[src/rtl/mole_pkg.sv]
// mole_pkg: shared state type, counter width and up-window helper for the mole scheduler
package mole_pkg;
  localparam int MS_W = 11;
  typedef enum logic [1:0] {IDLE, WAIT, UP} state_t;
  function automatic logic [MS_W-1:0] up_window(input logic [MS_W-1:0] up_ms, input logic [1:0] level);
    return up_ms >> level;
  endfunction
endpackage

[src/rtl/mole_scheduler_if.sv]
// mole_scheduler_if: game-control inputs and LED/pulse outputs of the mole scheduler
interface mole_scheduler_if import mole_pkg::*; #(parameter int NUM_MOLES = 8);
  logic enable;
  logic [1:0] level;
  logic [MS_W-1:0] random_value;
  logic [NUM_MOLES-1:0] buttons;
  logic [NUM_MOLES-1:0] mole_leds;
  logic hit_pulse;
  logic miss_pulse;
  logic wrong_pulse;
  logic busy;
  modport master (
    output enable, level, random_value, buttons,
    input mole_leds, hit_pulse, miss_pulse, wrong_pulse, busy
  );
  modport slave (
    input enable, level, random_value, buttons,
    output mole_leds, hit_pulse, miss_pulse, wrong_pulse, busy
  );
endinterface

[src/rtl/ms_timer.sv]
// ms_timer: prescaled millisecond down-counter with a one-cycle expire pulse
module ms_timer import mole_pkg::*; #(
  parameter int CLKS_PER_MS = 50000
) (
  input  logic            clk,
  input  logic            rst,
  input  logic            load,
  input  logic [MS_W-1:0] load_ms,
  output logic            expire
);
  localparam int PW = CLKS_PER_MS > 1 ? $clog2(CLKS_PER_MS) : 1;
  logic [PW-1:0] pre;
  logic [MS_W-1:0] ms;
  logic tick;
  assign tick = pre == PW'(CLKS_PER_MS - 1);
  // expire flags the last cycle of the final millisecond so the next edge lands exactly on the dwell
  assign expire = tick && ms == MS_W'(1);
  always_ff @(posedge clk or posedge rst) begin
    if (rst) begin
      pre <= '0;
      ms  <= '0;
    end else if (load) begin
      pre <= '0;
      ms  <= load_ms;
    end else if (ms != '0) begin
      pre <= tick ? '0 : pre + PW'(1);
      if (tick) ms <= ms - MS_W'(1);
    end
  end
endmodule

[src/rtl/mole_scheduler.sv]
// mole_scheduler: idle-gap / mole-up FSM with hole selection, button edge detect and hit/miss reporting
module mole_scheduler import mole_pkg::*; #(
  parameter int CLKS_PER_MS = 50000,
  parameter int NUM_MOLES   = 8,
  parameter int UP_MS       = 1200
) (
  input logic clk,
  input logic rst,
  mole_scheduler_if.slave bus
);
  localparam int IW = $clog2(NUM_MOLES);
  state_t state;
  logic [NUM_MOLES-1:0] buttons_q, press_q, leds;
  logic [IW-1:0] prev_idx, idx_raw, idx_n;
  logic [MS_W-1:0] gap, load_ms;
  logic hit, miss, wrong, busy, expire, load, hit_c;
  always_comb begin
    idx_raw = bus.random_value[IW-1:0];
    idx_n   = idx_raw == prev_idx ? idx_raw + IW'(1) : idx_raw;
    gap     = bus.random_value == '0 ? MS_W'(1) : bus.random_value;
    hit_c   = state == UP && press_q[prev_idx];
    load    = bus.enable && (state == IDLE || (state == WAIT && expire) || (state == UP && (hit_c || expire)));
    load_ms = state == WAIT ? up_window(MS_W'(UP_MS), bus.level) : gap;
  end
  ms_timer #(.CLKS_PER_MS(CLKS_PER_MS)) u_timer (
    .clk(clk), .rst(rst), .load(load), .load_ms(load_ms), .expire(expire)
  );
  // prev_idx doubles as the lit hole while UP; press_q is the registered rising edge
  always_ff @(posedge clk or posedge rst) begin
    if (rst) begin
      state     <= IDLE;
      leds      <= '0;
      hit       <= 1'b0;
      miss      <= 1'b0;
      wrong     <= 1'b0;
      busy      <= 1'b0;
      buttons_q <= '0;
      press_q   <= '0;
      prev_idx  <= IW'(NUM_MOLES - 1);
    end else begin
      buttons_q <= bus.buttons;
      press_q   <= bus.buttons & ~buttons_q;
      hit       <= 1'b0;
      miss      <= 1'b0;
      wrong     <= 1'b0;
      if (!bus.enable) begin
        state <= IDLE;
        leds  <= '0;
        busy  <= 1'b0;
      end else if (state == IDLE) begin
        state <= WAIT;
        busy  <= 1'b1;
      end else if (state == WAIT) begin
        if (expire) begin
          state    <= UP;
          prev_idx <= idx_n;
          leds     <= NUM_MOLES'(1) << idx_n;
        end
      end else begin
        // a wrong press never masks the timeout, otherwise the window could never close
        wrong <= |(press_q & ~leds);
        if (hit_c || expire) begin
          state <= WAIT;
          leds  <= '0;
          hit   <= hit_c;
          miss  <= !hit_c;
        end
      end
    end
  end
  assign bus.mole_leds   = leds;
  assign bus.hit_pulse   = hit;
  assign bus.miss_pulse  = miss;
  assign bus.wrong_pulse = wrong;
  assign bus.busy        = busy;
endmodule

[src/flat_wrapper.sv]
// flat-port wrapper written by rule: the top's interface ports become plain ports
module mole_scheduler_flat import mole_pkg::*;
#(
  parameter int CLKS_PER_MS = 50000,
  parameter int NUM_MOLES   = 8,
  parameter int UP_MS       = 1200
)
  (clk, rst, bus_enable, bus_level, bus_random_value, bus_buttons, bus_mole_leds, bus_hit_pulse, bus_miss_pulse, bus_wrong_pulse, bus_busy);
  mole_scheduler_if #(.NUM_MOLES(NUM_MOLES)) bus_i ();
  input logic clk;
  input logic rst;
  input wire logic [$bits(bus_i.enable)-1:0] bus_enable;
  input wire logic [$bits(bus_i.level)-1:0] bus_level;
  input wire logic [$bits(bus_i.random_value)-1:0] bus_random_value;
  input wire logic [$bits(bus_i.buttons)-1:0] bus_buttons;
  output wire logic [$bits(bus_i.mole_leds)-1:0] bus_mole_leds;
  output wire logic [$bits(bus_i.hit_pulse)-1:0] bus_hit_pulse;
  output wire logic [$bits(bus_i.miss_pulse)-1:0] bus_miss_pulse;
  output wire logic [$bits(bus_i.wrong_pulse)-1:0] bus_wrong_pulse;
  output wire logic [$bits(bus_i.busy)-1:0] bus_busy;
  assign bus_i.enable = bus_enable;
  assign bus_i.level = bus_level;
  assign bus_i.random_value = bus_random_value;
  assign bus_i.buttons = bus_buttons;
  assign bus_mole_leds = bus_i.mole_leds;
  assign bus_hit_pulse = bus_i.hit_pulse;
  assign bus_miss_pulse = bus_i.miss_pulse;
  assign bus_wrong_pulse = bus_i.wrong_pulse;
  assign bus_busy = bus_i.busy;
  mole_scheduler #(.CLKS_PER_MS(CLKS_PER_MS), .NUM_MOLES(NUM_MOLES), .UP_MS(UP_MS)) u_core (.clk(clk), .rst(rst), .bus(bus_i));
endmodule
[config.mk]
export PLATFORM = sky130hd
export DESIGN_NAME = mole_scheduler_flat
export DESIGN_NICKNAME = d
export VERILOG_FILES = /design/src/rtl/mole_pkg.sv /design/src/rtl/mole_scheduler_if.sv /design/src/rtl/ms_timer.sv /design/src/rtl/mole_scheduler.sv /design/src/flat_wrapper.sv
export SDC_FILE = /design/constraint.sdc
export NUM_CORES = 1
export LEC_CHECK = 0
export CAP_MARGIN = 20
export CORE_ASPECT_RATIO = 1.4
export CORE_MARGIN = 1
export CORE_UTILIZATION = 50
export CTS_CLUSTER_DIAMETER = 50
export DETAILED_ROUTE_END_ITERATION = 10
export HOLD_SLACK_MARGIN = 0.03
export PLACE_DENSITY = 0.72
export SKIP_LAST_GASP = 1
export SYNTH_ARGS = -nofsm -noshare
export SYNTH_HDL_FRONTEND = slang
export SYNTH_SLANG_ARGS = --single-unit
export TNS_END_PERCENT = 1
[constraint.sdc]
create_clock -name clk -period 3.4 [get_ports clk]
set_input_delay 0.51 -clock clk [delete_from_list [all_inputs] [get_ports clk]]
set_output_delay 0.51 -clock clk [all_outputs]
set_load 0.05 [all_outputs]
Word level (Yosys, flattened, before mapping):

Index checks and enable logic that the tools add are counted.

* $add $sub $neg: 3
* order comparisons: 1
* eq/ne operators: 11
* shift operators: 2
* muxes and demuxes: 34
* bitwise logic cells: 5
* reduce and logical (&&, ||, !) cells: 19

Operators by type and width (number)
* $mux W11: 5
* $mux W16: 3
* $mux W8: 5
* $add A16 B1 Y16 const B: 1
* $and A8 B8 Y8: 2
* $eq A16 B16 Y1 const B: 1
* $not A8 Y8: 2
* $mux W1: 14
* $eq A11 B1 Y1 const B: 1
* $logic_not A11 Y1: 1
* $reduce_bool A11 Y1: 1
* $shr A11 B2 Y11 const A: 1
* $sub A11 B1 Y11 const B: 1
* $mux W2: 5
* $reduce_or A8 Y1: 1
* $shl A1 B3 Y8 const A: 1
* $logic_and A1 B1 Y1: 5
* $lt A3 B4 Y1 const B: 1
* $ne A4 B1 Y1 const B: 1
* $ne A4 B2 Y1 const B: 1
* $reduce_and A2 Y1: 2
* $reduce_and A4 Y1: 1
* $reduce_bool A2 Y1: 2
* $add A3 B1 Y3 const B: 1
* other kinds (14): 16

* register bits: 60
* output and inout bits: 12

Logic depth before layout (Yosys ltp):

Gate-level depths: netlist of run 1.

* depth after elaboration: 9
* depth in mapped cells: 9
* depth with buffers taken out: 8

Hierarchy:

Synthesis of run 1 repeated with hierarchy kept, for this count alone.

* cells, all modules: 381
* area total of the unflattened synthesis: 3601.0 um2

By module, submodules not included
* mole_scheduler: instances 1, cells each 187, area each 1801.7 um2, sequential area each 829.5 um2
* ms_timer: instances 1, cells each 194, area each 1799.2 um2, sequential area each 675.6 um2

Worst setup path after synthesis of run 1:

OpenSTA, ideal clock, no wires.

* path type: register to register
* from: register u_core.u_timer.pre[4]
* to: register u_core.u_timer.ms[2]
* arrival time: 2335 ps
* setup slack: 943 ps
* stages on the path, launching flop included: 7
* path buffers: 0
* period minus slack after synthesis: 2457 ps
* path through: dfrtp_1 > or4_4 > nor4_4 > and3_1 > o211a_4 > mux2_2 > o22a_1

* word-level cells in the longest chain between the ends: 8
* elaborated cells on any way between the ends: 12

Ends and longest elaborated chain
* start, declared: line ms_timer.sv:12 `logic [PW-1:0] pre;`
* start signal, assigned: line ms_timer.sv:26 `pre <= tick ? '0 : pre + PW'(1);`
* $eq A16 B16 Y1 *: line ms_timer.sv:15 `assign tick = pre == PW'(CLKS_PER_MS - 1);`
* $logic_and A1 B1 Y1: line ms_timer.sv:17 `assign expire = tick && ms == MS_W'(1);`
* $logic_and A1 B1 Y1 or $logic_or A1 B1 Y1 (tied branches): line mole_scheduler.sv:22 `load = bus.enable && (state == IDLE || (state == WAIT && expire) || (state == UP && (hit_c || expire)));`
* $logic_or A1 B1 Y1 or $logic_and A1 B1 Y1 (tied branches): line mole_scheduler.sv:22
* $logic_or A1 B1 Y1: line mole_scheduler.sv:22
* $logic_and A1 B1 Y1: line mole_scheduler.sv:22
* $reduce_bool A2 Y1 (no source line)
* $reduce_and A2 Y1 (no source line)
* end signal, assigned: line ms_timer.sv:24 `ms <= load_ms;`
* end signal, assigned: line ms_timer.sv:27 `if (tick) ms <= ms - MS_W'(1);`
* end, declared: line ms_timer.sv:13 `logic [MS_W-1:0] ms;`

Every way passes the cells marked *; elsewhere a longest branch is shown, timed or not.
A chain may end at the register's enable or synchronous reset.

Worst setup path in the final report of run 1:

* from: register u_core.prev_idx[1]
* to: register u_core.u_timer.ms[6]

* word-level cells in the longest chain between the ends: 9
* elaborated cells on any way between the ends: 11

Ends and longest elaborated chain
* start, declared: line mole_scheduler.sv:14 `logic [IW-1:0] prev_idx, idx_raw, idx_n;`
* start signal, assigned: line mole_scheduler.sv:39 `prev_idx <= IW'(NUM_MOLES - 1);`
* start signal, assigned: line mole_scheduler.sv:56 `prev_idx <= idx_n;`
* $bmux W1 S3 *: line mole_scheduler.sv:21 `hit_c = state == UP && press_q[prev_idx];`
* $mux W1 (not written as such) *: line mole_scheduler.sv:21
* $logic_and A1 B1 Y1 *: line mole_scheduler.sv:21
* $logic_or A1 B1 Y1 *: line mole_scheduler.sv:22
* $logic_and A1 B1 Y1 *: line mole_scheduler.sv:22
* $logic_or A1 B1 Y1 *: line mole_scheduler.sv:22
* $logic_and A1 B1 Y1 *: line mole_scheduler.sv:22
* $reduce_bool A2 Y1 (no source line)
* $reduce_and A2 Y1 (no source line)

Every way passes the cells marked *; elsewhere a longest branch is shown, timed or not. The select of a mux whose other input is x is not followed.

==> metrics.log, run 1 <==
INFO  metric status = completed
INFO  metric regToRegStartpoint = u_core.prev_idx[1]
INFO  metric ys.flop_type = dfrtp_1
INFO  metric netSwitchingPower = 564 uW
INFO  metric critical_path.endpoint_type = register
INFO  metric clock_tree_from_tritoncts = built
INFO  metric clk_root_buffer_cell = clkbuf_8
INFO  metric synth_fp_nets = 397
INFO  metric critPathKind = reg -> reg
INFO  metric grt_antenna_before_repair = 0
INFO  metric io_pins = 36
INFO  metric postSynth.asyncResetShare = 100%
INFO  metric clk_path_buf_depth = 2
INFO  metric max_slew.worst_pin.slew = 0.741 ns
INFO  metric cts.hold.buffers_added = 0
INFO  metric final_max_slew_viol_count = 0
INFO  metric setup_viol = 0
INFO  metric drive_gt1_share = 12.0%
INFO  metric place_congestion = 0.860
INFO  metric firstDrtPassIters = 7
INFO  metric worst_hold_path_type = reg -> reg
INFO  metric cellLeakagePower = 1.69 nW
INFO  metric crit_fanout = 16
INFO  metric vias = 2,929
INFO  metric post-route-util = 62.2%
INFO  metric cp-start-kind = register
INFO  metric ant_nets = 0
INFO  metric synth-warning-count = 0
INFO  metric mappedNetlistArea = 0.00344 mm2
INFO  metric maximum_vdd_drop = 0.329 mV
INFO  metric cts_resized = 0
INFO  metric worst_skew_pair.late_latency = 0.35 ns
INFO  metric hold_path_startpoint = u_core.buttons_q[1]
INFO  metric synthDistinctLibCells = 63
INFO  metric achievable-frequency = 0.348 GHz
INFO  metric fp.dieArea = 0.00721 mm2
INFO  metric std_cell_rows = 35
INFO  metric synth_common_cells = dfrtp_1, nand2_1, nand3_1
INFO  metric p_per_area = 445 mW/mm2
INFO  metric critical_path_required = 3.64 ns
INFO  metric synth_cells = 362
INFO  metric drt_drc_violations_left = 0
INFO  metric hold_path_end = u_core.press_q[1]
INFO  metric final_hold_violation_count = 0
INFO  metric grt_usage = 25.2%
INFO  metric grt_pass1_vias = 2,977
INFO  metric route.detailed.vias_per_inst = 5.87
INFO  metric buffer_ports.inserted = 35
INFO  metric post_synth_mux_area_share = 3.31%
INFO  metric drt_iter0_markers = 289
INFO  metric synth_adder_area_share = 4.01%
INFO  metric r2r_end = u_core.u_timer.ms[6]
INFO  metric accumulated_negative_setup_slack = 0 ns
INFO  metric sequential_power_share = 46.9%
INFO  metric cap_viol_max_count = 0
INFO  metric synth_top_cell_by_area = dfrtp_1
INFO  metric rrSetupSlack = 0.53 ns
INFO  metric synth_simple_gate_area_share = 24.3%
INFO  metric grt_first_pass_wirelength = 13.8 mm
INFO  metric place_hpwl = 5.99 mm
INFO  metric swShare = 30.8%
INFO  metric r2r.worst_path.cells = 6
INFO  metric cts.reportedPaths.clkPinSlew = 0.08 ns
INFO  metric synth_enable_flop_cells = 0
INFO  metric grt_start_max_net_pins = 33
INFO  metric grt_remaining_overflow = 0
INFO  metric post-route-period-util = 84.5%
INFO  metric yosys.cell_count.top_type = dfrtp_1
INFO  metric die_width = 72.1 um
INFO  metric grt_setup_unrepaired = false
INFO  metric cts_buf_count = 9
INFO  metric die_h = 100 um
INFO  metric antenna-diode-count = 0
INFO  metric comb_power_share = 16.5%
INFO  metric finalNetCount = 437
INFO  metric netlist.area_leader.share = 41.5%
INFO  metric design.core.area = 0.00661 mm2
INFO  metric relSlewSlack = 50.5%
INFO  metric period_needed = 2.87 ns
INFO  metric synth-compound-area-share = 19.4%
INFO  metric post-cts-setup-buffer-count = 0
INFO  metric yosys.area_share.xor_xnor = 1.27%
INFO  metric post_detailed_route_wirelength_per_cell = 16.5 um
INFO  metric synth_sequential_area_ratio = 43.8%
INFO  metric finalWirelength = 8.25 mm
INFO  metric post_synth_main_area_contributors = dfrtp_1, nand2_1, nand3_1, ha_1, mux2i_1
INFO  metric post-layout-total-power = 1.83 mW
INFO  metric finClkSkew = 0.00651 ns
INFO  metric yosys_register_bits = 60
INFO  metric layout-area-overhead-vs-synth = 19.7%
INFO  metric effective_utilization_at_floorplan = 52.0%
INFO  metric critical_path_data_arrival_time = 3.11 ns
INFO  metric internal_power = 1.27 mW
INFO  metric synth_top_family_by_area = simple AND/OR/NAND/NOR gates
INFO  metric min_delay_path_depth = 1
INFO  metric postSynthAreaPerCell = 9.49 um2
INFO  metric clock_power_share = 36.6%
INFO  metric cts.sinks = 60
INFO  metric htree_levels = 3
## placed cells by master (no fill, tap or decap), types with 10 or more instances in the layout
master           instances
dfrtp_1                 57
nand2_1                 42
o21ai_0                 15
inv_1                   15
o31ai_1                 10
ha_1                    11
o22ai_1                 10
nand3_1                 29
nor2b_1                 12
clkdlybuf4s50_1         35
nor2_1                  16
## power by group through the flow
stage	sequential [mW]	clock, mW	combinational [mW]
finish	0.860	0.671	0.301
global route	0.867	0.712	0.337
CTS	0.858	0.679	0.303
detailed placement	0.870	0	0.301
global placement	0.867	0	0.294
floorplan	0.858	0	0.203
## area by class of cell
| type | instances | area, um2 |
|---|---|---|
| clock buffers | 9 | 124 |
| inverters | 16 | 60.1 |
| well taps | 92 | 115 |
| repair buffers | 44 | 430 |
| fillers | 561 | 2500 |
| flip-flops and latches | 60 | 1510 |
| clock inverters | 7 | 82.6 |
| multi-input cells | 271 | 1800 |
## worst max-delay path, stage by stage (launching register included)
cell      delay (ns)
dfstp_2         0.61
mux2_2          0.35
o22ai_1         0.37
o21ai_2         0.21
o211ai_2        0.66
nand2_1         0.23
o221a_2         0.33
## registers in the layout, indices dropped and copies added (netlist names)
register and count:
u_core.u_timer.pre 16, u_core.bus.hit_pulse 1, u_core.buttons_q 8, u_core.state 2, u_core.bus.mole_leds 8, u_core.u_timer.ms 11, u_core.press_q 8, u_core.bus.busy 1
u_core.prev_idx 3, u_core.bus.miss_pulse 1, u_core.bus.wrong_pulse 1
## layer usage
layer,global-route usage (%),vias up,wire [um]
met4,15.4,0,324
met1,28.7,1392,3330
met5,0,-,0
met3,4.62,30,283
met2,43.1,82,4320
li1,-,1425,-
## through the flow
step / cells / hold WS (ns) / setup slack [ns] / area [um2]
after floorplan: 362 / 0.378 / 0.943 / 3440
after global placement: 483 / 0.382 / 0.638 / 3910
after detailed placement: 483 / 0.389 / 0.580 / 3910
after CTS: 499 / 0.399 / 0.574 / 4110
after global routing: 499 / 0.403 / 0.370 / 4110
final: 499 / 0.396 / 0.527 / 4110
## how the worst max path moves through the flow
| stage | startpoint | end | cells past startpoint |
|---|---|---|---|
| finish | u_core.prev_idx[1] | u_core.u_timer.ms[6] | 6 |
| global route | u_core.prev_idx[1] | u_core.u_timer.ms[6] | 6 |
| floorplan | u_core.u_timer.pre[4] | u_core.u_timer.ms[2] | 6 |
| global placement | bus_random_value[0] | u_core.u_timer.ms[1] | 7 |
| CTS | u_core.prev_idx[1] | u_core.u_timer.ms[10] | 6 |
| detailed placement | u_core.prev_idx[1] | u_core.u_timer.ms[10] | 6 |
## cell families after synthesis
kind of cell    Yosys count
buf+inv                  31
simple gates            153
xor+xnor                  5
compound gates           91
flops                    60
mux                      11
fa+ha+maj                11
(Power assumes the default switching activity.)
==> inputs of run 2 (changes only) <==
==> constraint.sdc (replaced) <==
create_clock -name clk -period 2.8 [get_ports clk]
set_input_delay 0.42 -clock clk [delete_from_list [all_inputs] [get_ports clk]]
set_output_delay 0.42 -clock clk [all_outputs]
set_load 0.05 [all_outputs]
==> metrics.log, run 2 (synthesis results as in run 1) <==
INFO  metric drive_gt1_share = 14.4% (+2.3 points)
INFO  metric critical_path.slowest_cell = nor4_2
INFO  metric antenna-diode-count = 0 (unchanged)
INFO  metric post-route-period-util = 92.4% (+7.9 points)
INFO  metric path_cells = nor4_2 > nand3_1 > o21ai_0 > o211a_4 > mux2_2 > o22a_1
INFO  metric crit_fanout = 16 (unchanged)
INFO  metric io_pins = 36 (unchanged)
INFO  metric post_detailed_route_wirelength_per_cell = 16.9 um (+2.2%)
INFO  metric critical_path_data_arrival_time = 2.84 ns (-0.27 ns)
INFO  metric period_needed = 2.59 ns (-0.286 ns)
INFO  metric cap_viol_max_count = 0 (unchanged)
INFO  metric most_frequent_standard_cell_in_the_layout_excluding_fill_and_tap_cells = dfrtp_1
INFO  metric post-cts-setup-buffer-count = 0 (unchanged)
INFO  metric fp.dieArea = 0.00721 mm2 (unchanged)
INFO  metric die_h = 100 um (unchanged)
INFO  metric buffer_ports.inserted = 35 (unchanged)
INFO  metric ant_nets = 0 (unchanged)
INFO  metric worst_skew_pair.late_latency = 0.36 ns (about the same)
INFO  metric vias = 3,017 (+3.0%)
INFO  metric p_per_area = 551 mW/mm2 (+24%)
INFO  metric fin_area = 0.00420 mm2 (+2.1%)
INFO  metric detailroute.wirelength.met3 = 401 um (+42%)
INFO  metric grt_remaining_overflow = 0 (unchanged)
INFO  metric cp-start-kind = register
INFO  metric grt_first_pass_wirelength = 14.3 mm (+3.6%)
INFO  metric critPathKind = reg -> reg
INFO  metric routed.top_layer = met4
INFO  metric cts.reportedPaths.clkPinSlew = 0.08 ns (about the same)
INFO  metric max_stage_delay = 0.55 ns (-0.11 ns)
INFO  metric max_slew.worst_pin.slew = 0.538 ns (-0.203 ns)
INFO  metric grt_antenna_before_repair = 0 (unchanged)
INFO  metric critical_path_required = 3.05 ns (-0.59 ns)
INFO  metric rrSetupSlack = 0.21 ns (-0.31 ns)
INFO  metric finClkSkew = 0.0118 ns (+0.00526 ns)
INFO  metric final_max_slew_viol_count = 0 (unchanged)
INFO  metric place_area = 0.00397 mm2 (+1.6%)
INFO  metric status = completed
INFO  metric layout-area-overhead-vs-synth = 22.3%
INFO  metric firstDrtPassIters = 4 (-3)
INFO  metric cts.sinks = 60 (unchanged)
INFO  metric htree_levels = 3 (unchanged)
INFO  metric place_congestion = 0.922 (+7.2%)
INFO  metric final_cell_mix = dfrtp_1, nand2_1, clkdlybuf4s50_1, nand3_1, buf_4
INFO  metric accumulated_negative_setup_slack = 0 ns (unchanged)
INFO  metric cts_buf_count = 9 (unchanged)
INFO  metric place_hpwl = 6.28 mm (+4.8%)
INFO  metric grt_start_max_net_pins = 23 (-30%)
INFO  metric largest_register_ffs = 16 (unchanged)
INFO  metric drt_drc_violations_left = 0 (unchanged)
INFO  metric post-route-util = 63.5% (+1.3 points)
INFO  metric top_regs = u_core.u_timer.pre x16, u_core.u_timer.ms x11
INFO  metric cellLeakagePower = 1.74 nW (+2.4%)
INFO  metric setup_viol = 0 (unchanged)
INFO  metric clk_path_buf_depth = 2 (unchanged)
INFO  metric design.core.area = 0.00661 mm2 (unchanged)
INFO  metric detail_route.wirelength.met1 = 3.41 mm (+2.5%)
INFO  metric final_hold_violation_count = 0 (unchanged)
INFO  metric critPathTopFamily = compound AO/OA/AOI/OAI gates
INFO  metric worst_hold_path_type = in -> async
INFO  metric die_width = 72.1 um (unchanged)
INFO  metric wl_met2 = 4.50 mm (+4.2%)
INFO  metric clk_root_buffer_cell = clkbuf_8
INFO  metric clock_tree_from_tritoncts = built
INFO  metric grt_pass1_vias = 3,056 (+2.7%)
INFO  metric grt_usage = 26.0% (+0.84 points)
INFO  metric std_cell_rows = 35 (unchanged)
INFO  metric route.detailed.vias_per_inst = 5.93 (+0.98%)
INFO  metric relSlewSlack = 64.0% (+14 points)
INFO  metric maximum_vdd_drop = 0.413 mV (+26%)
INFO  metric drt_iter0_markers = 219 (-24%)
INFO  metric achievable-frequency = 0.386 GHz (+11%)
INFO  metric finalNetCount = 447 (+2.3%)
INFO  metric critical_path.endpoint_type = register
INFO  metric grt_setup_unrepaired = false
INFO  metric largest-register = u_core.u_timer.pre
INFO  metric worstPathBufferInverterCount = 0 (unchanged)
INFO  metric fillers = 572 (+2.0%)
INFO  metric finalWirelength = 8.60 mm (+4.2%)
INFO  metric effective_utilization_at_floorplan = 52.0% (unchanged)
==> run 2: area by class of cell <==
cell class / instances / area (um2) / share of cell area [%]
clock buffers: 9 / 124 / 2.95
clock inverters: 7 / 100 / 2.38
inverters: 16 / 60.1 / 1.43
multi-input cells: 271 / 1800 / 42.9
flip-flops and latches: 60 / 1510 / 35.8
well taps: 92 / 115 / 2.74
repair buffers: 54 / 493 / 11.7
==> run 2: final timing paths <==
check / startpoint / to / cells after the start
setup / recovery: u_core.u_timer.ms[2] / u_core.u_timer.ms[2] / 6
hold / removal: rst / u_core.u_timer.pre[15] / 2
setup reg to reg: u_core.u_timer.ms[2] / u_core.u_timer.ms[2] / 6
hold reg to reg: u_core.buttons_q[5] / u_core.press_q[5] / 1
max in group asynchronous: rst / u_core.prev_idx[1] / 3
min in group clk: u_core.buttons_q[5] / u_core.press_q[5] / 1
==> run 2: stage by stage <==
step / hold slack [ns] / power [mW] / setup WS (ns) / std cells
final: 0.368 / 2.31 / 0.212 / 509
after global routing: 0.407 / 2.41 / 0.0633 / 509
after CTS: 0.384 / 2.32 / 0.157 / 509
after detailed placement: 0.387 / 1.43 / 0.183 / 493
after global placement: 0.382 / 1.41 / 0.310 / 493
after floorplan: 0.378 / 1.29 / 0.343 / 362
==> run 2: repair_timing <==
action,CTS,global route
gates resized for setup,0,1
hold buffers,0,0
setup endpoints to repair,0,9
==> run 2: routing by layer <==
layer / up-vias / global-route usage (%)
li1: 1440 / -
met1: 1460 / 30.0
met4: 0 / 14.2
met3: 29 / 5.52
met2: 88 / 44.4
met5: - / 0
==> run 2: power breakdown <==
part           internal (mW)  switching [mW]
Clock                  0.504           0.390
Combinational          0.175           0.201
Sequential             0.944          0.0990
==> inputs of run 3 (changes only) <==
==> constraint.sdc (replaced) <==
create_clock -name clk -period 2.48 [get_ports clk]
set_input_delay 0.372 -clock clk [delete_from_list [all_inputs] [get_ports clk]]
set_output_delay 0.372 -clock clk [all_outputs]
set_load 0.05 [all_outputs]
==> metrics.log, run 3 (synthesis results as in run 1) <==
INFO  metric status = completed
INFO  metric rrSetupSlack = 0.07 ns (-0.14 ns)
INFO  metric regToRegStartpoint = u_core.u_timer.pre[7]
INFO  metric grt_start_max_net_pins = 38 (+65%)
INFO  metric cts.hold.buffers_added = 0 (unchanged)
INFO  metric post-cts-setup-buffer-count = 0 (unchanged)
INFO  metric finalWirelength = 8.70 mm (+1.2%)
INFO  metric cts.reportedPaths.clkPinSlew = 0.08 ns (about the same)
INFO  metric worst_hold_path_type = in -> async
INFO  metric max_stage_delay = 0.54 ns (about the same)
INFO  metric grt_pass1_vias = 3,084 (+0.92%)
INFO  metric largest-register = u_core.u_timer.pre
INFO  metric path_cells = or4_4 > nor4_4 > buf_4 > a21o_2 > nand2_1 > o221a_2
INFO  metric cts_buf_count = 9 (unchanged)
INFO  metric grt_usage = 26.3% (+0.26 points)
INFO  metric r2r_end = u_core.u_timer.ms[10]
INFO  metric route.detailed.vias_per_inst = 5.74 (-3.1%)
INFO  metric effective_utilization_at_floorplan = 52.0% (unchanged)
INFO  metric place_congestion = 0.909 (-1.4%)
INFO  metric die_width = 72.1 um (unchanged)
INFO  metric setup_viol = 0 (unchanged)
INFO  metric worst_skew_pair.late_latency = 0.35 ns (about the same)
INFO  metric cts.sinks = 60 (unchanged)
INFO  metric p_per_area = 594 mW/mm2 (+7.9%)
INFO  metric max_slew.worst_pin.slew = 0.547 ns (+0.00910 ns)
INFO  metric grt_setup_unrepaired = true
INFO  metric clock_tree_from_tritoncts = built
INFO  metric post-layout-total-power = 2.56 mW (+11%)
INFO  metric place_area = 0.00410 mm2 (+3.3%)
INFO  metric critical_path.endpoint_type = register
INFO  metric hold_slack = 0.386 ns (+0.0182 ns)
INFO  metric htree_levels = 3 (unchanged)
INFO  metric worstPathBufferInverterCount = 1 (+1)
INFO  metric std_cell_rows = 35 (unchanged)
INFO  metric critPathTopFamily = simple AND/OR/NAND/NOR gates
INFO  metric globalRoute.busiestLayer = met2
INFO  metric io_pins = 36 (unchanged)
INFO  metric achievable-frequency = 0.416 GHz (+7.6%)
INFO  metric final_hold_violation_count = 0 (unchanged)
INFO  metric cap_viol_max_count = 0 (unchanged)
INFO  metric startpoint = u_core.u_timer.pre[7]
INFO  metric drive_gt1_share = 17.6% (+3.2 points)
INFO  metric fp.dieArea = 0.00721 mm2 (unchanged)
INFO  metric period_needed = 2.41 ns (-0.182 ns)
INFO  metric grt.met3_usage = 5.02% (-0.50 points)
INFO  metric critical_path_data_arrival_time = 2.64 ns (-0.20 ns)
INFO  metric final_max_slew_viol_count = 0 (unchanged)
INFO  metric cellLeakagePower = 1.82 nW (+4.7%)
INFO  metric final_cell_mix = dfrtp_1, nand2_1, clkdlybuf4s50_1, buf_4, nand3_1
INFO  metric cts_resized = 1 (+1)
INFO  metric critical_path_required = 2.72 ns (-0.33 ns)
INFO  metric place_hpwl = 6.50 mm (+3.5%)
INFO  metric vias = 3,014 (-0.099%)
INFO  metric antenna-diode-count = 0 (unchanged)
INFO  metric cp-start-kind = register
INFO  metric clk_root_buffer_cell = clkbuf_8
INFO  metric grt_antenna_before_repair = 0 (unchanged)
INFO  metric finalNetCount = 463 (+3.6%)
INFO  metric finClkSkew = 0.00809 ns (-0.00367 ns)
INFO  metric post-route-period-util = 97.0% (+4.6 points)
INFO  metric r2r.worst_path.cells = 6 (unchanged)
INFO  metric die_h = 100 um (unchanged)
INFO  metric drt_iter0_markers = 182 (-17%)
INFO  metric accumulated_negative_setup_slack = 0 ns (unchanged)
INFO  metric post_detailed_route_wirelength_per_cell = 16.6 um (-1.9%)
INFO  metric layout-area-overhead-vs-synth = 25.6%
INFO  metric grt_remaining_overflow = 0 (unchanged)
INFO  metric grtUsageMet2 = 47.3% (+2.9 points)
INFO  metric most_frequent_standard_cell_in_the_layout_excluding_fill_and_tap_cells = dfrtp_1
INFO  metric largest_register_ffs = 16 (unchanged)
INFO  metric relSlewSlack = 63.5% (-0.55 points)
INFO  metric maximum_vdd_drop = 0.523 mV (+26%)
INFO  metric crit_fanout = 14 (-2)
INFO  metric buffer_ports.inserted = 35 (unchanged)
INFO  metric clk_path_buf_depth = 2 (unchanged)
INFO  metric groute.layer.met1.usage = 30.5% (+0.42 points)
INFO  metric top_regs = u_core.u_timer.pre x16, u_core.u_timer.ms x11
INFO  metric fin_area = 0.00432 mm2 (+2.7%)
INFO  metric critPathKind = reg -> reg
INFO  metric grt_first_pass_wirelength = 14.6 mm (+2.4%)
INFO  metric critical_path.slowest_cell = or4_4
INFO  metric drt_drc_violations_left = 0 (unchanged)
INFO  metric design.core.area = 0.00661 mm2 (unchanged)
INFO  metric ant_nets = 0 (unchanged)
INFO  metric firstDrtPassIters = 4 (unchanged)
run 3: cell types whose count changed in the layout (fill, tap and decap cells not counted), sizes merged:
cell	delta
clkinv	-1
clkinvlp	-1
buf	+16
bufinv	-1
inv	+3
run 3: worst register-to-register path: stages, from the launching register on:
cell     delay [ns]
dfrtp_1        0.42
or4_4          0.54
nor4_4         0.28
buf_4          0.22
a21o_2         0.31
nand2_1        0.20
o221a_2        0.33
run 3: worst max path at each step:
stage                       endpoint  slack (ns)  cells after the start
2_1_floorplan   u_core.u_timer.ms[2]        0.02                      6
3_3_place_gp    u_core.u_timer.ms[1]        0.13                      7
3_5_place_dp    u_core.u_timer.ms[1]      -0.004                      7
4_1_cts         u_core.u_timer.ms[4]        0.09                      7
5_1_grt         u_core.u_timer.ms[4]       -0.02                      7
6_report       u_core.u_timer.ms[10]        0.07                      6
run 3: power breakdown:
group | internal (mW) | switching, mW | leakage [nW]
combinational | 0.221 | 0.233 | 0.950
sequential | 1.06 | 0.108 | 0.768
clock | 0.481 | 0.457 | 0.0988
total | 1.77 | 0.797 | 1.82
run 3: cell type report:
cell class,instances,area (um2)
clock inverter,7,82.6
inverter,16,60.1
sequential,60,1510
timing repair buffer,70,626
multi-input combinational,271,1800
tap,92,115
fill,540,2300
clock buffer,9,124
run 3: per-stage QoR:
| stage | utilization (%) | cells | setup WS (ns) |
|---|---|---|---|
| 6_report | 65.3 | 525 | 0.0741 |
| 5_1_grt | 65.3 | 525 | -0.0155 |
| 4_1_cts | 65.2 | 525 | 0.0898 |
| 3_5_place_dp | 62.0 | 509 | -0.00433 |
| 3_3_place_gp | 62.0 | 509 | 0.127 |
| 2_1_floorplan | - | 362 | 0.0235 |
run 3: metal layers:
metal	routed length [um]	part of all wire, %
met2	4650	53
met5	0	0
met3	235	2.7
met4	184	2.1
met1	3630	42
==> RTL edit 1: new RTL, config.mk and constraints of run 2 <==
`CLKS_PER_MS` is set to 50000 in 3 places; all go to 25000.
--- a/src/rtl/ms_timer.sv
+++ b/src/rtl/ms_timer.sv
@@ -2,3 +2,3 @@
 module ms_timer import mole_pkg::*; #(
-  parameter int CLKS_PER_MS = 50000
+  parameter int CLKS_PER_MS = 25000
 ) (
--- a/src/rtl/mole_scheduler.sv
+++ b/src/rtl/mole_scheduler.sv
@@ -2,3 +2,3 @@
 module mole_scheduler import mole_pkg::*; #(
-  parameter int CLKS_PER_MS = 50000,
+  parameter int CLKS_PER_MS = 25000,
   parameter int NUM_MOLES   = 8,
--- a/src/flat_wrapper.sv
+++ b/src/flat_wrapper.sv
@@ -3,3 +3,3 @@
 #(
-  parameter int CLKS_PER_MS = 50000,
+  parameter int CLKS_PER_MS = 25000,
   parameter int NUM_MOLES   = 8,
Check against the original RTL: same outputs for any inputs over 10 cycles, from zero or initial values and one cycle with rst high; that may be too few to reach the edited logic, so the function may still have changed.
==> RTL edit 1 against run 2 <==
- count of clock-buffer cells in the layout rose by 3
- clock skew fell by 0.54 ps
- cell count fell by 2.8%
- synthesized area rose by 0.11%
- sequential cell count fell by 1
- power fell by 2.5%
- wire length fell by 8.8%
- cell area fell by 1.3%
- worst setup slack improved by 11 ps
- maximum frequency rose by 0.44%
- clock power fell by 0.8%
- critical endpoint is now u_core.u_timer.pre[4]
- largest cell class unchanged
==> RTL edit 1: results (changes against run 2) <==
Outcome
Run status: finished clean (unchanged).

Power
The worst ir drop on vdd was 0.491 mV (was 0.413 mV). The final total power is 2.25 mW (was 2.31 mW).

Final layout
The count of inverters not on the clock network in the layout is 21 (was 16). Registers with the most flip-flops: u_core.u_timer.pre x15, u_core.u_timer.ms x11 (was u_core.u_timer.pre x16, u_core.u_timer.ms x11). The count of filler cells inserted in the layout is 539 (was 572). The clock buffer count in the final layout is 12 (was 9). The buffering overhead is 10.9% (was 11.7%). The number of ordinary and repair buffers in the finished layout is 47 (was 54). The total number of nets in the final design is 433 (was 447).

The fraction of standard cell area that is sequential is 35.7% (was 35.8%). The count of multi-input gates is 260 (was 271). The fraction of area in multi-input gates was 43.2% (was 42.9%).

Synthesis
The number of library cell types mapped by synthesis is 59 (was 63). The sequential-to-total area share from yosys stat is 43.0% (was 43.8%). Commonest cells post-synth: sky130_fd_sc_hd__dfrtp_1, sky130_fd_sc_hd__nand2_1, sky130_fd_sc_hd__nand3_1, sky130_fd_sc_hd__inv_1, sky130_fd_sc_hd__nor2_1 (unchanged). Top post-synthesis cells by area: sky130_fd_sc_hd__dfrtp_1, sky130_fd_sc_hd__ha_1, sky130_fd_sc_hd__nand3_1, sky130_fd_sc_hd__nand2_1, sky130_fd_sc_hd__mux2i_1 (was sky130_fd_sc_hd__dfrtp_1, sky130_fd_sc_hd__nand2_1, sky130_fd_sc_hd__nand3_1, sky130_fd_sc_hd__ha_1, sky130_fd_sc_hd__mux2i_1).

The mux cell area share after synthesis is 5.82% (was 3.31%).

Global route
The met2 routing resource usage after global routing is 43.8% (was 44.4%). The routing usage on met1 came to 27.1% (was 30.0%).

STA
The slew of the pin with the lowest slew margin came to 746 ps (was 538 ps).

Place
The final RePlAce weighted congestion is 0.880 (was 0.922).

Worst setup path
The slowest library cell on the worst path is sky130_fd_sc_hd__or4_4 (was sky130_fd_sc_hd__nor4_2). The highest net fanout along the worst path is 19 (was 16).

Detailed routing
The initial DRC count is 124 (was 219). The detailed-routed wire length on met3 is 240 µm (was 401 µm).
-- RTL edit 1: per-stage QoR --
step | hold slack [ps] | cells | area [µm²] | setup slack, ps | util (%)
CTS | 395 | 495 | 4150 | 242 | 62.7
global route | 403 | 495 | 4150 | 23.6 | 62.7
detailed placement | 384 | 479 | 3920 | 246 | 59.2
finish | 393 | 495 | 4150 | 224 | 62.7
global placement | 382 | 479 | 3920 | 298 | 59.2
floorplan | 378 | 358 | 3440 | 482 | -
-- RTL edit 1: path summary, 6_finish.rpt --
check / slack (ps) / endpoint / cells after the start
min reg2reg: 390 / u_core.press_q[0] / 1
max in group asynchronous: 1690 / u_core.prev_idx[1] / 3
max reg2reg: 220 / u_core.u_timer.pre[4] / 6
min: 390 / u_core.press_q[0] / 1
max: 220 / u_core.u_timer.pre[4] / 6
min in group asynchronous: 450 / u_core.u_timer.pre[8] / 2
==> RTL edit 2: new RTL, config.mk and constraints of run 2 <==
Made on the original files. Reset style: synchronous (`rst`), changed in 2 clocked blocks.
--- a/src/rtl/ms_timer.sv
+++ b/src/rtl/ms_timer.sv
@@ -17,3 +17,3 @@
   assign expire = tick && ms == MS_W'(1);
-  always_ff @(posedge clk or posedge rst) begin
+  always_ff @(posedge clk) begin
     if (rst) begin
--- a/src/rtl/mole_scheduler.sv
+++ b/src/rtl/mole_scheduler.sv
@@ -28,3 +28,3 @@
   // prev_idx doubles as the lit hole while UP; press_q is the registered rising edge
-  always_ff @(posedge clk or posedge rst) begin
+  always_ff @(posedge clk) begin
     if (rst) begin
Function: differs if rst is asserted again (counterexample within 4 cycles, from zero or initial values and one cycle with rst high); with rst held inactive, the same outputs for 10 cycles.
==> RTL edit 2 against run 2 <==
- sequential cell count did not move
- via count down 14%
- wire length shrank 19%
- synthesized area shrank 10%
- sequential share of layout area fell by 3.4 points
- cell area decreased by 12%
- power fell by 14%
- worst setup slack lost 10 ps
==> RTL edit 2: results (changes against run 2) <==
Outcome
Run status: finished clean (unchanged).

STA
The final hold slack is 379 ps (was 368 ps). The worst setup skew after layout is 8.52 ps (was 11.8 ps).

Synthesis
Top post-synthesis cells by area: sky130_fd_sc_hd__dfxtp_1, sky130_fd_sc_hd__xnor2_1, sky130_fd_sc_hd__ha_1, sky130_fd_sc_hd__nor2_1, sky130_fd_sc_hd__nand2_1 (was sky130_fd_sc_hd__dfrtp_1, sky130_fd_sc_hd__nand2_1, sky130_fd_sc_hd__nand3_1, sky130_fd_sc_hd__ha_1, sky130_fd_sc_hd__mux2i_1). The mux cell area share after synthesis is 3.76% (was 3.31%). The share of the synthesized area in compound gates (AO/OA/AOI/OAI) is 11.7% (was 19.4%). The predominant post-synthesis flop cell is sky130_fd_sc_hd__dfxtp_1 (was sky130_fd_sc_hd__dfrtp_1). The post-synthesis net count was 384 (was 397). The share of flip-flops with an asynchronous set or reset is 0% (was 100%).

The number of library cell types mapped by synthesis is 56 (was 63). Commonest cells post-synth: sky130_fd_sc_hd__dfxtp_1, sky130_fd_sc_hd__nor2_1, sky130_fd_sc_hd__nand2_1, sky130_fd_sc_hd__a21oi_1, sky130_fd_sc_hd__inv_1 (was sky130_fd_sc_hd__dfrtp_1, sky130_fd_sc_hd__nand2_1, sky130_fd_sc_hd__nand3_1, sky130_fd_sc_hd__inv_1, sky130_fd_sc_hd__nor2_1). The post-synthesis xor/xnor area fraction is 8.17% (was 1.27%).

Power
The internal power of the cells is 1.51 mW (was 1.62 mW). The clock network fraction of total power is 43.4% (was 38.7%). The static leakage is 1.40 nW (was 1.74 nW). The worst ir drop on vdd is 0.394 mV (was 0.413 mV). The switching power is 0.486 mW (was 0.690 mW).

Global route
The first-pass GRT wire length is 11.2 mm (was 14.3 mm). The largest net degree at the start of global routing is 19 (was 23). The overall track demand over capacity in global routing is 23.8% (was 26.0%).

Detailed routing
The final routed wire length divided by cell count is 15.0 µm (was 16.9 µm).

Final layout
The total number of nets in the final design came to 425 (was 447). The fraction of area in multi-input gates was 45.6% (was 42.9%). The portion of the layout cell area used by clock cells is 5.87% (was 5.33%). The register area is 1200 µm² (was 1510 µm²). The count of filler cells inserted in the layout is 521 (was 572). The proportion of layout cells with a drive suffix above 1 is 10.6% (was 14.4%). The count of inverters not on the clock network in the layout is 20 (was 16). The clock buffer count in the final layout is 12 (was 9). The number of ordinary and repair buffers in the finished layout is 46 (was 54).

Place
The cell count after placement was 449 (was 493). The detailed-placement wirelength estimate is 5.19 mm (was 6.28 mm).
==> RTL edit 2: changes by cell type after synthesis, moves of 7 or more <==
cell / delta
sky130_fd_sc_hd__xor2_1: +7
sky130_fd_sc_hd__clkbuf_1: -7
sky130_fd_sc_hd__nand4_1: +12
sky130_fd_sc_hd__o31ai_1: -8
sky130_fd_sc_hd__nand3_1: -21
sky130_fd_sc_hd__nand2_1: -9
sky130_fd_sc_hd__dfxtp_1: +60
sky130_fd_sc_hd__dfrtp_1: -57
sky130_fd_sc_hd__o21ai_0: -13
sky130_fd_sc_hd__xnor2_1: +15
sky130_fd_sc_hd__nor2_1: +18
sky130_fd_sc_hd__a21oi_1: +11
==> RTL edit 2: per-layer routing <==
metal / up-vias / wire [µm] / share of wire [%] / GRT usage, %
met5: - / 0 / 0 / 0
met4: 0 / 274 / 3.9 / 15.1
met3: 22 / 214 / 3.1 / 5.14
met2: 55 / 3490 / 50 / 38.9
met1: 1209 / 2980 / 43 / 27.5
li1: 1311 / - / - / -
